===== config.mk =====
export PLATFORM = sky130hd
export DESIGN_NAME = mem_stage_flat
export DESIGN_NICKNAME = d
export VERILOG_FILES = /design/src/rtl/mem_stage_if.sv /design/src/rtl/mem_stage.sv /design/src/flat_wrapper.sv
export SDC_FILE = /design/constraint.sdc
export NUM_CORES = 1
export LEC_CHECK = 0
export ABC_AREA = 1
export CAP_MARGIN = 30
export CORE_UTILIZATION = 40
export DETAILED_ROUTE_END_ITERATION = 10
export HOLD_SLACK_MARGIN = 0.12
export PLACE_DENSITY = 0.79
export SETUP_SLACK_MARGIN = 0.15
export SLEW_MARGIN = 20
export SYNTH_ARGS = -nofsm -noshare
export SYNTH_HDL_FRONTEND = slang
export SYNTH_SLANG_ARGS = --single-unit
export TNS_END_PERCENT = 20

===== constraint.sdc =====
create_clock -name clk -period 2.2 [get_ports clk]
set_input_delay 0.44 -clock clk [delete_from_list [all_inputs] [get_ports clk]]
set_output_delay 0.44 -clock clk [all_outputs]
set_load 0.005 [all_outputs]

===== src/rtl/mem_stage_if.sv =====
// rtl/mem_stage_if.sv - shared byte-wide memory port between the MEM stage and memory
interface mem_stage_if;
  logic        mem_req;
  logic        mem_we;
  logic [31:0] mem_addr;
  logic [7:0]  mem_wdata;
  logic        mem_gnt;
  logic [7:0]  mem_rdata;

  modport master (
    output mem_req, mem_we, mem_addr, mem_wdata,
    input  mem_gnt, mem_rdata
  );

  modport slave (
    input  mem_req, mem_we, mem_addr, mem_wdata,
    output mem_gnt, mem_rdata
  );
endinterface


===== src/rtl/mem_stage.sv =====
// rtl/mem_stage.sv - MEM stage: byte-serial little-endian loads/stores, zero-latency pass-through otherwise
module mem_stage #(
  parameter int                   OP_TYPE_W = 3,
  parameter int                   OP_W      = 5,
  parameter logic [OP_TYPE_W-1:0] OPT_MEM   = OP_TYPE_W'(2),
  parameter logic [OP_W-1:0]      OP_LB     = OP_W'(0),
  parameter logic [OP_W-1:0]      OP_LH     = OP_W'(1),
  parameter logic [OP_W-1:0]      OP_LW     = OP_W'(2),
  parameter logic [OP_W-1:0]      OP_LBU    = OP_W'(3),
  parameter logic [OP_W-1:0]      OP_LHU    = OP_W'(4),
  parameter logic [OP_W-1:0]      OP_SB     = OP_W'(5),
  parameter logic [OP_W-1:0]      OP_SH     = OP_W'(6),
  parameter logic [OP_W-1:0]      OP_SW     = OP_W'(7)
) (
  input  logic                 clk,
  input  logic                 rst,
  input  logic [OP_TYPE_W-1:0] i_optype,
  input  logic [OP_W-1:0]      i_opname,
  input  logic [4:0]           i_rd_addr,
  input  logic [31:0]          i_rd_data,
  input  logic [31:0]          i_s_data,
  mem_stage_if.master          mem,
  output logic                 o_stall_req,
  output logic [4:0]           o_wb_rd_addr,
  output logic [31:0]          o_wb_rd_data,
  output logic                 o_wb_we
);

  typedef enum logic [1:0] {IDLE, XFER, LAST, DONE} state_t;

  state_t      r_state;
  logic [1:0]  r_idx;
  logic        r_pend;
  logic [31:0] r_asm;

  logic        w_is_load;
  logic        w_is_store;
  logic [1:0]  w_last_idx;
  logic [1:0]  w_cap_idx;
  logic [31:0] w_load_val;

  always_comb begin
    w_is_load  = 1'b0;
    w_is_store = 1'b0;
    w_last_idx = 2'd0;
    if (i_optype == OPT_MEM) begin
      case (i_opname)
        OP_LB, OP_LBU: begin w_is_load = 1'b1;  w_last_idx = 2'd0; end
        OP_LH, OP_LHU: begin w_is_load = 1'b1;  w_last_idx = 2'd1; end
        OP_LW:         begin w_is_load = 1'b1;  w_last_idx = 2'd3; end
        OP_SB:         begin w_is_store = 1'b1; w_last_idx = 2'd0; end
        OP_SH:         begin w_is_store = 1'b1; w_last_idx = 2'd1; end
        OP_SW:         begin w_is_store = 1'b1; w_last_idx = 2'd3; end
        default: ;
      endcase
    end
  end

  // idx has already advanced past the byte whose read data arrives now
  assign w_cap_idx = r_idx - 2'd1;

  always_comb begin
    w_load_val = r_asm;
    if (i_opname == OP_LB)       w_load_val = {{24{r_asm[7]}}, r_asm[7:0]};
    else if (i_opname == OP_LBU) w_load_val = {24'd0, r_asm[7:0]};
    else if (i_opname == OP_LH)  w_load_val = {{16{r_asm[15]}}, r_asm[15:0]};
    else if (i_opname == OP_LHU) w_load_val = {16'd0, r_asm[15:0]};
  end

  always_ff @(posedge clk) begin
    if (rst) begin
      r_state <= IDLE;
      r_idx   <= 2'd0;
      r_pend  <= 1'b0;
      r_asm   <= 32'd0;
    end else begin
      if (r_pend) r_asm[{w_cap_idx, 3'b000} +: 8] <= mem.mem_rdata;
      case (r_state)
        IDLE: begin
          r_pend <= 1'b0;
          if (w_is_load || w_is_store) begin
            r_state <= XFER;
            r_idx   <= 2'd0;
          end
        end
        XFER: begin
          r_pend <= mem.mem_gnt & w_is_load;
          if (mem.mem_gnt) begin
            r_idx <= r_idx + 2'd1;
            if (r_idx == w_last_idx) r_state <= w_is_store ? DONE : LAST;
          end
        end
        LAST: begin
          r_pend  <= 1'b0;
          r_state <= DONE;
        end
        default: begin
          r_pend  <= 1'b0;
          r_state <= IDLE;
        end
      endcase
    end
  end

  // Outputs are decoded from state and the held EX/MEM inputs; rst forces them all low
  always_comb begin
    mem.mem_req   = 1'b0;
    mem.mem_we    = 1'b0;
    mem.mem_addr  = 32'd0;
    mem.mem_wdata = 8'd0;
    o_stall_req   = 1'b0;
    o_wb_rd_addr  = 5'd0;
    o_wb_rd_data  = 32'd0;
    o_wb_we       = 1'b0;
    if (!rst) begin
      case (r_state)
        IDLE: begin
          if (w_is_load || w_is_store) begin
            o_stall_req = 1'b1;
          end else begin
            o_wb_rd_addr = i_rd_addr;
            o_wb_rd_data = i_rd_data;
            o_wb_we      = (i_rd_addr != 5'd0);
          end
        end
        XFER: begin
          o_stall_req   = 1'b1;
          mem.mem_req   = 1'b1;
          mem.mem_we    = w_is_store;
          mem.mem_addr  = i_rd_data + {30'd0, r_idx};
          mem.mem_wdata = w_is_store ? i_s_data[{r_idx, 3'b000} +: 8] : 8'd0;
        end
        LAST: o_stall_req = 1'b1;
        default: begin
          o_wb_rd_addr = i_rd_addr;
          if (w_is_load) begin
            o_wb_rd_data = w_load_val;
            o_wb_we      = (i_rd_addr != 5'd0);
          end
        end
      endcase
    end
  end

endmodule


===== src/flat_wrapper.sv =====
// flat-port wrapper written by rule: the top's interface ports become plain ports
module mem_stage_flat 
#(
  parameter int                   OP_TYPE_W = 3,
  parameter int                   OP_W      = 5,
  parameter logic [OP_TYPE_W-1:0] OPT_MEM   = OP_TYPE_W'(2),
  parameter logic [OP_W-1:0]      OP_LB     = OP_W'(0),
  parameter logic [OP_W-1:0]      OP_LH     = OP_W'(1),
  parameter logic [OP_W-1:0]      OP_LW     = OP_W'(2),
  parameter logic [OP_W-1:0]      OP_LBU    = OP_W'(3),
  parameter logic [OP_W-1:0]      OP_LHU    = OP_W'(4),
  parameter logic [OP_W-1:0]      OP_SB     = OP_W'(5),
  parameter logic [OP_W-1:0]      OP_SH     = OP_W'(6),
  parameter logic [OP_W-1:0]      OP_SW     = OP_W'(7)
)
  (clk, rst, i_optype, i_opname, i_rd_addr, i_rd_data, i_s_data, o_stall_req, o_wb_rd_addr, o_wb_rd_data, o_wb_we, mem_mem_req, mem_mem_we, mem_mem_addr, mem_mem_wdata, mem_mem_gnt, mem_mem_rdata);
  mem_stage_if mem_i ();
  input  logic clk;
  input  logic rst;
  input  logic [OP_TYPE_W-1:0] i_optype;
  input  logic [OP_W-1:0] i_opname;
  input  logic [4:0] i_rd_addr;
  input  logic [31:0] i_rd_data;
  input  logic [31:0] i_s_data;
  output logic o_stall_req;
  output logic [4:0] o_wb_rd_addr;
  output logic [31:0] o_wb_rd_data;
  output logic o_wb_we;
  output wire logic [$bits(mem_i.mem_req)-1:0] mem_mem_req;
  output wire logic [$bits(mem_i.mem_we)-1:0] mem_mem_we;
  output wire logic [$bits(mem_i.mem_addr)-1:0] mem_mem_addr;
  output wire logic [$bits(mem_i.mem_wdata)-1:0] mem_mem_wdata;
  input wire logic [$bits(mem_i.mem_gnt)-1:0] mem_mem_gnt;
  input wire logic [$bits(mem_i.mem_rdata)-1:0] mem_mem_rdata;
  assign mem_mem_req = mem_i.mem_req;
  assign mem_mem_we = mem_i.mem_we;
  assign mem_mem_addr = mem_i.mem_addr;
  assign mem_mem_wdata = mem_i.mem_wdata;
  assign mem_i.mem_gnt = mem_mem_gnt;
  assign mem_i.mem_rdata = mem_mem_rdata;
  mem_stage #(.OP_TYPE_W(OP_TYPE_W), .OP_W(OP_W), .OPT_MEM(OPT_MEM), .OP_LB(OP_LB), .OP_LH(OP_LH), .OP_LW(OP_LW), .OP_LBU(OP_LBU), .OP_LHU(OP_LHU), .OP_SB(OP_SB), .OP_SH(OP_SH), .OP_SW(OP_SW)) u_core (.clk(clk), .rst(rst), .i_optype(i_optype), .i_opname(i_opname), .i_rd_addr(i_rd_addr), .i_rd_data(i_rd_data), .i_s_data(i_s_data), .mem(mem_i), .o_stall_req(o_stall_req), .o_wb_rd_addr(o_wb_rd_addr), .o_wb_rd_data(o_wb_rd_data), .o_wb_we(o_wb_we));
endmodule

# Yosys cells after proc, flatten, opt, wreduce, memory -nomap -nowiden
# Cells that the tools add are included.
# totals
register_bits	37
in_bits	88
out_inout_bits	81
wordCells	82
# classes
addsub	4
n_eq_ne	14
shift	3
n_mux	42
bitwise	2
n_reduce_logical	13
# op_table
operator	n
two-way mux 32 bit	9
one-hot mux 32 bit (2 select lines)	1
adder 32 x 2 -> 32 bit	1
bitwise mux 32 bit	1
variable shift 8 x 7 -> 32 bit, first input constant	1
variable part select 32 x 6 -> 8 bit	1
variable part select 8 x 7 -> 32 bit	1
two-way mux 8 bit	3
equality test 5 x 3 -> 1 bit, second input constant	4
two-way mux 1 bit	14
two-way mux 2 bit	6
equality test 5 x 2 -> 1 bit, second input constant	2
two-way mux 5 bit	2
one-hot mux 5 bit (2 select lines)	1
one-hot mux 2 bit (2 select lines)	2
negator 5 -> 7 bit	1
one-hot mux 2 bit (3 select lines)	1
AND reduction 3 bit	2
OR reduction 2 bit	3
OR reduction 3 bit	2
equality test 5 x 1 -> 1 bit, second input constant	1
zero test 5 bit	1
nonzero test 5 bit	1
OR reduction 5 bit	1
14 further kinds	16

# Depth between registers and ports, before layout
# logic_depth
ltp_word	8
depth_mapped	14
mapped_depth_nobuf	14

# Worst setup path after synthesis
# OpenSTA, ideal clock, no wires.
# synth_timing
path_kind	flip-flop to flip-flop
start	register u_core.r_idx[0]
end	register u_core.r_asm[7]
setup_ps	70
arrival_time_ps	2301
required_ps	2130
setup_slack_ps	-171
path_stages_with_launch	10
n_path_buf	3
synth_period_minus_slack_ps	2371
cell_sequence	dfxtp_1 > clkbuf_1 > clkinv_1 > buf_1 > ha_1 > buf_1 > nand2_1 > nor2_1 > nand3_1 > a21oi_1
# synth_between
elab_chain_cells	4
word_cells_on_any_way	5
classes_between	add/sub: 2; shift: 2; mux: 1
# synth_rtl
item	line_no	rtl
start, declared	mem_stage.sv:32	logic [1:0] r_idx;
start signal, assigned	mem_stage.sv:89	r_idx <= r_idx + 2'd1;
subtractor 2 x 1 -> 2 bit (*)	mem_stage.sv:60	assign w_cap_idx = r_idx - 2'd1;
negator 5 -> 7 bit (*)	mem_stage.sv:77	if (r_pend) r_asm[{w_cap_idx, 3'b000} +: 8] <= mem.mem_rdata;
variable part select 8 x 7 -> 32 bit or variable shift 8 x 7 -> 32 bit (tied branches)	mem_stage.sv:77	
bitwise mux 32 bit (*)	mem_stage.sv:77	
end signal, assigned by index	mem_stage.sv:77	
end, declared	mem_stage.sv:34	logic [31:0] r_asm;
# Every way passes the cells marked *; elsewhere a longest branch is shown, timed or not.
# A chain may end at the register's enable or synchronous reset.

# Worst setup path in the final report
# layout_timing
start	register u_core.r_idx[1]
end	output mem_mem_addr[11]
# layout_between
elab_chain_cells	3
# layout_rtl
item	line_no	rtl
adder 32 x 2 -> 32 bit	mem_stage.sv:130	mem.mem_addr = i_rd_data + {30'd0, r_idx};
two-way mux 32 bit	mem_stage.sv:116	case (r_state)
two-way mux 32 bit	mem_stage.sv:115	if (!rst) begin
end, declared	flat_wrapper.sv:31	output wire logic [$bits(mem_i.mem_addr)-1:0] mem_mem_addr;
# Every way passes these cells.

==> results.yml <==
status:
  status: "complete, but fails checks"
  failed_checks: "setup timing"
setup_path:
  critPathMostFrequentCell: "nand2_2"
  critPathArrivalTime_ns: 2.32
  worst_path_max_delay_cell: "dfxtp_4"
  crit_path_start: "u_core.r_idx[1]$_SDFFE_PP0P_"
  worstPathMaxFanout: 3
  start_kind: "flip-flop"
  path_cells: "ha_4, nand2_1, nand2_1, nand2_2, nor3_4, nand2_2, buf_6, nor2_4, nand2_2, buf_4, a21oi_1, buf_2"
  critical_path_class: "flip-flop to primary output"
  endpoint_kind: "primary output"
  cp.required_ns: 1.76
  rr_startpoint: "u_core.r_idx[0]$_SDFFE_PP0P_"
  max_stage_delay_ns: 0.37
timing:
  fin_ws_ns: -0.5551
  slew_headroom_pct: 77.31
  fin_crit_ns: 2.755
  finalHoldViolCount: 0
  slew_viol_final: 0
  min_period_over_period_pct: 125.2
  clock_skew_ns: 0.007173
  timing.fmax_mhz: 363.0
  setup_viol_count_final: 71
  rsz0062_at_grt: "yes"
  worst-slew-pin-transition_ns: 0.3395
cts:
  htreeDepth: 2
  cts_sinks: 37
  holdBufCountCts: 0
  clk_latency_ns: 0.28
  cts_root_buffer: "clkbuf_8"
  clk_pin_slew_worst_paths_ns: 0.07
  cts.path.max_buffers: 2
  numCtsBuffers: 5
  cts_tree: "done"
placement:
  place_hpwl_mm: 11.80
  numPortBuffers: 168
  place_ws_ns: -1.190
  gp_congestion: 0.9015
  dpl.cell_count: 1116
  place_area_sq_um: 6681
final_layout:
  areaGrowthSynthToFinish_pct: 86.61
  nNetsFinal: 1137
  diodes: 0
  finalNonFillerCells: 1171
  postLayoutCellArea_sq_um: 7551
  drive_gt1_share_pct: 36.51
flow_run:
  maxCapViolCount: 0
synthesis:
  syn_nets: 830
  yosysWarnings: 0
  synthTopCellsByCount: "nand2_1 (178), inv_1 (95), nor2_1 (88)"
  yosysSeqAreaShare_pct: 18.31
  yosys.area.top_type_share_pct: 18.31
  syn_area_sq_um: 4046
  yosys.area.top_type: "dfxtp_1"
  avgSynthCellArea_sq_um: 5.543
  netlist_top_cells_area: "dfxtp_1 (18%), nand2_1 (17%), a21oi_1 (11%)"
  netlist_instances: 730
  yosys.cell_count.top_type: "nand2_1"
  async_reset_ff_share_pct: 0
  synth_flop_cell: "dfxtp_1"
  ys_types: 39
  synth_edf_count: 0
  synth-seq-cells: 37
floorplanning:
  start_util_pct: 41.40
  die_w_um: 102.6
  die-area_sq_um: 10520
  rows: 36
  core-area_sq_um: 9774
  die_y_um: 102.6
  ioPinCount: 169
route:
  num_vias: 6494
  viasPerCell: 5.546
  avgRoutedWirePerCell_um: 16.58
  wl_mm: 19.42
  drtIter0Drc: 687
  dr.pass1.iters: 6
  remaining_drc_errors: 0
  ant_nets: 0
global_routing:
  grt-ovfl-total: 0
  grt_pass1_vias: 5906
  antenna_found_initial: 0
  grt_max_degree: 39
  grt_pass1_wl_mm: 27.32
  grt_use_total_pct: 32.74
pwr:
  p_per_area_nw_per_um2: 584.3
  leakagePower_nw: 3.776
  vdd_drop_max_mv: 0.5675
hold_path:
  holdCritStartpoint: "u_core.r_asm[28]$_SDFFE_PP0P_"
  worstHoldPathType: "flip-flop to flip-flop"
-- cells by family (layout without fill, tap and decap cells) --
group | after synthesis | count (layout) | share of synthesized area [%]
adders and majority gates | 12 | 12 | 3.896
xor gates and xnor gates | 1 | 1 | 0.2165
AOI/OAI and AO/OA | 173 | 173 | 22.20
muxes | 2 | 2 | 0.4948
and+or+nand+nor | 370 | 371 | 41.81
DFF | 37 | 37 | 18.31
buffers and inverters | 135 | 442 | 13.08
-- cell type report --
type	instances	area (sq um)
clock buffers	7	86.33
clock inverters	1	30.03
fillers	680	2223
inverters	102	392.9
multi-input cells	559	3308
flip-flops and latches	37	747.0
well taps	133	166.4
repair buffers	332	2820
-- flip-flops by register name, indices dropped and copies added (netlist names) --
| signal | flops |
|---|---|
| u_core.r_pend | 1 |
| u_core.r_asm | 32 |
| u_core.r_state | 2 |
| u_core.r_idx | 2 |
-- timing repair --
item | CTS | global route
resized for setup | 395 | 102
buffers inserted | 37 | 8
pin swaps | 46 | 35
hold endpoints to repair | 0 | 0
endpoints found under the setup margin | 105 | 114
gates cloned | 2 | 0
-- path summary, 6_finish.rpt --
check / slack [ns] / cells after the start / to
worst min register to register: 0.47 / 2 / u_core.r_asm[28]$_SDFFE_PP0P_
worst max register to register: 0.23 / 9 / u_core.r_asm[0]$_SDFFE_PP0P_
worst min-delay path: 0.47 / 2 / u_core.r_asm[28]$_SDFFE_PP0P_
worst max-delay path: -0.56 / 12 / mem_mem_addr[11]
-- layer usage --
metal	vias to the layer above	wire length (um)	part of all wire [%]	GRT usage, %
met4	0	1228	6.3	17.36
met3	117	1406	7.2	6.847
met5	-	0	0	0
met2	373	9450	49	56.21
li1	3002	-	-	-
met1	3002	7331	38	38.19
-- metrics by stage --
| stage | hold slack [ns] | power (mW) | setup TNS [ns] | util [%] |
|---|---|---|---|---|
| final | 0.4668 | 4.412 | -16.26 | 77.25 |
| after CTS | 0.4651 | 4.074 | -13.93 | 74.33 |
| after floorplan | 0.4450 | 2.081 | -0.009839 | - |
| after detailed placement | 0.4543 | 3.403 | -66.67 | 68.36 |
| after global placement | 0.4544 | 3.366 | -65.28 | 68.36 |
| after global routing | 0.4787 | 4.697 | -23.41 | 77.25 |
-- layout by cell type, fill, tap and decap left out, types with 14 or more instances in the layout --
cell type	netlist	layout
buf_4	1	126
nor2_1	88	70
a21oi_1	85	76
nand3_1	37	35
dfxtp_1	37	34
inv_1	95	78
dlygate4sd2_1	0	26
nand2_1	178	163
buf_6	1	34
o21ai_2	0	21
buf_2	7	52
o21ai_1	20	21
o21ai_0	55	33
clkdlybuf4s50_1	0	67
nand2_2	4	14
inv_2	5	19
-- critical path, delay by kind of cell, from the launching register on --
kind	cells	cell delay [ns]
adder cells (fa/ha/maj)	1	0.26
buffers and inverters	3	0.49
AO/OA/AOI/OAI	1	0.22
flip-flops	1	0.37
AND/OR/NAND/NOR	7	0.70
-- report_power, final --
part / switching (mW) / internal [mW]
registers: 0.0413 / 0.712
logic: 1.70 / 1.36
clock network: 0.233 / 0.370
total: 1.97 / 2.44
No activity file was read; power rests on OpenSTA's default activity.
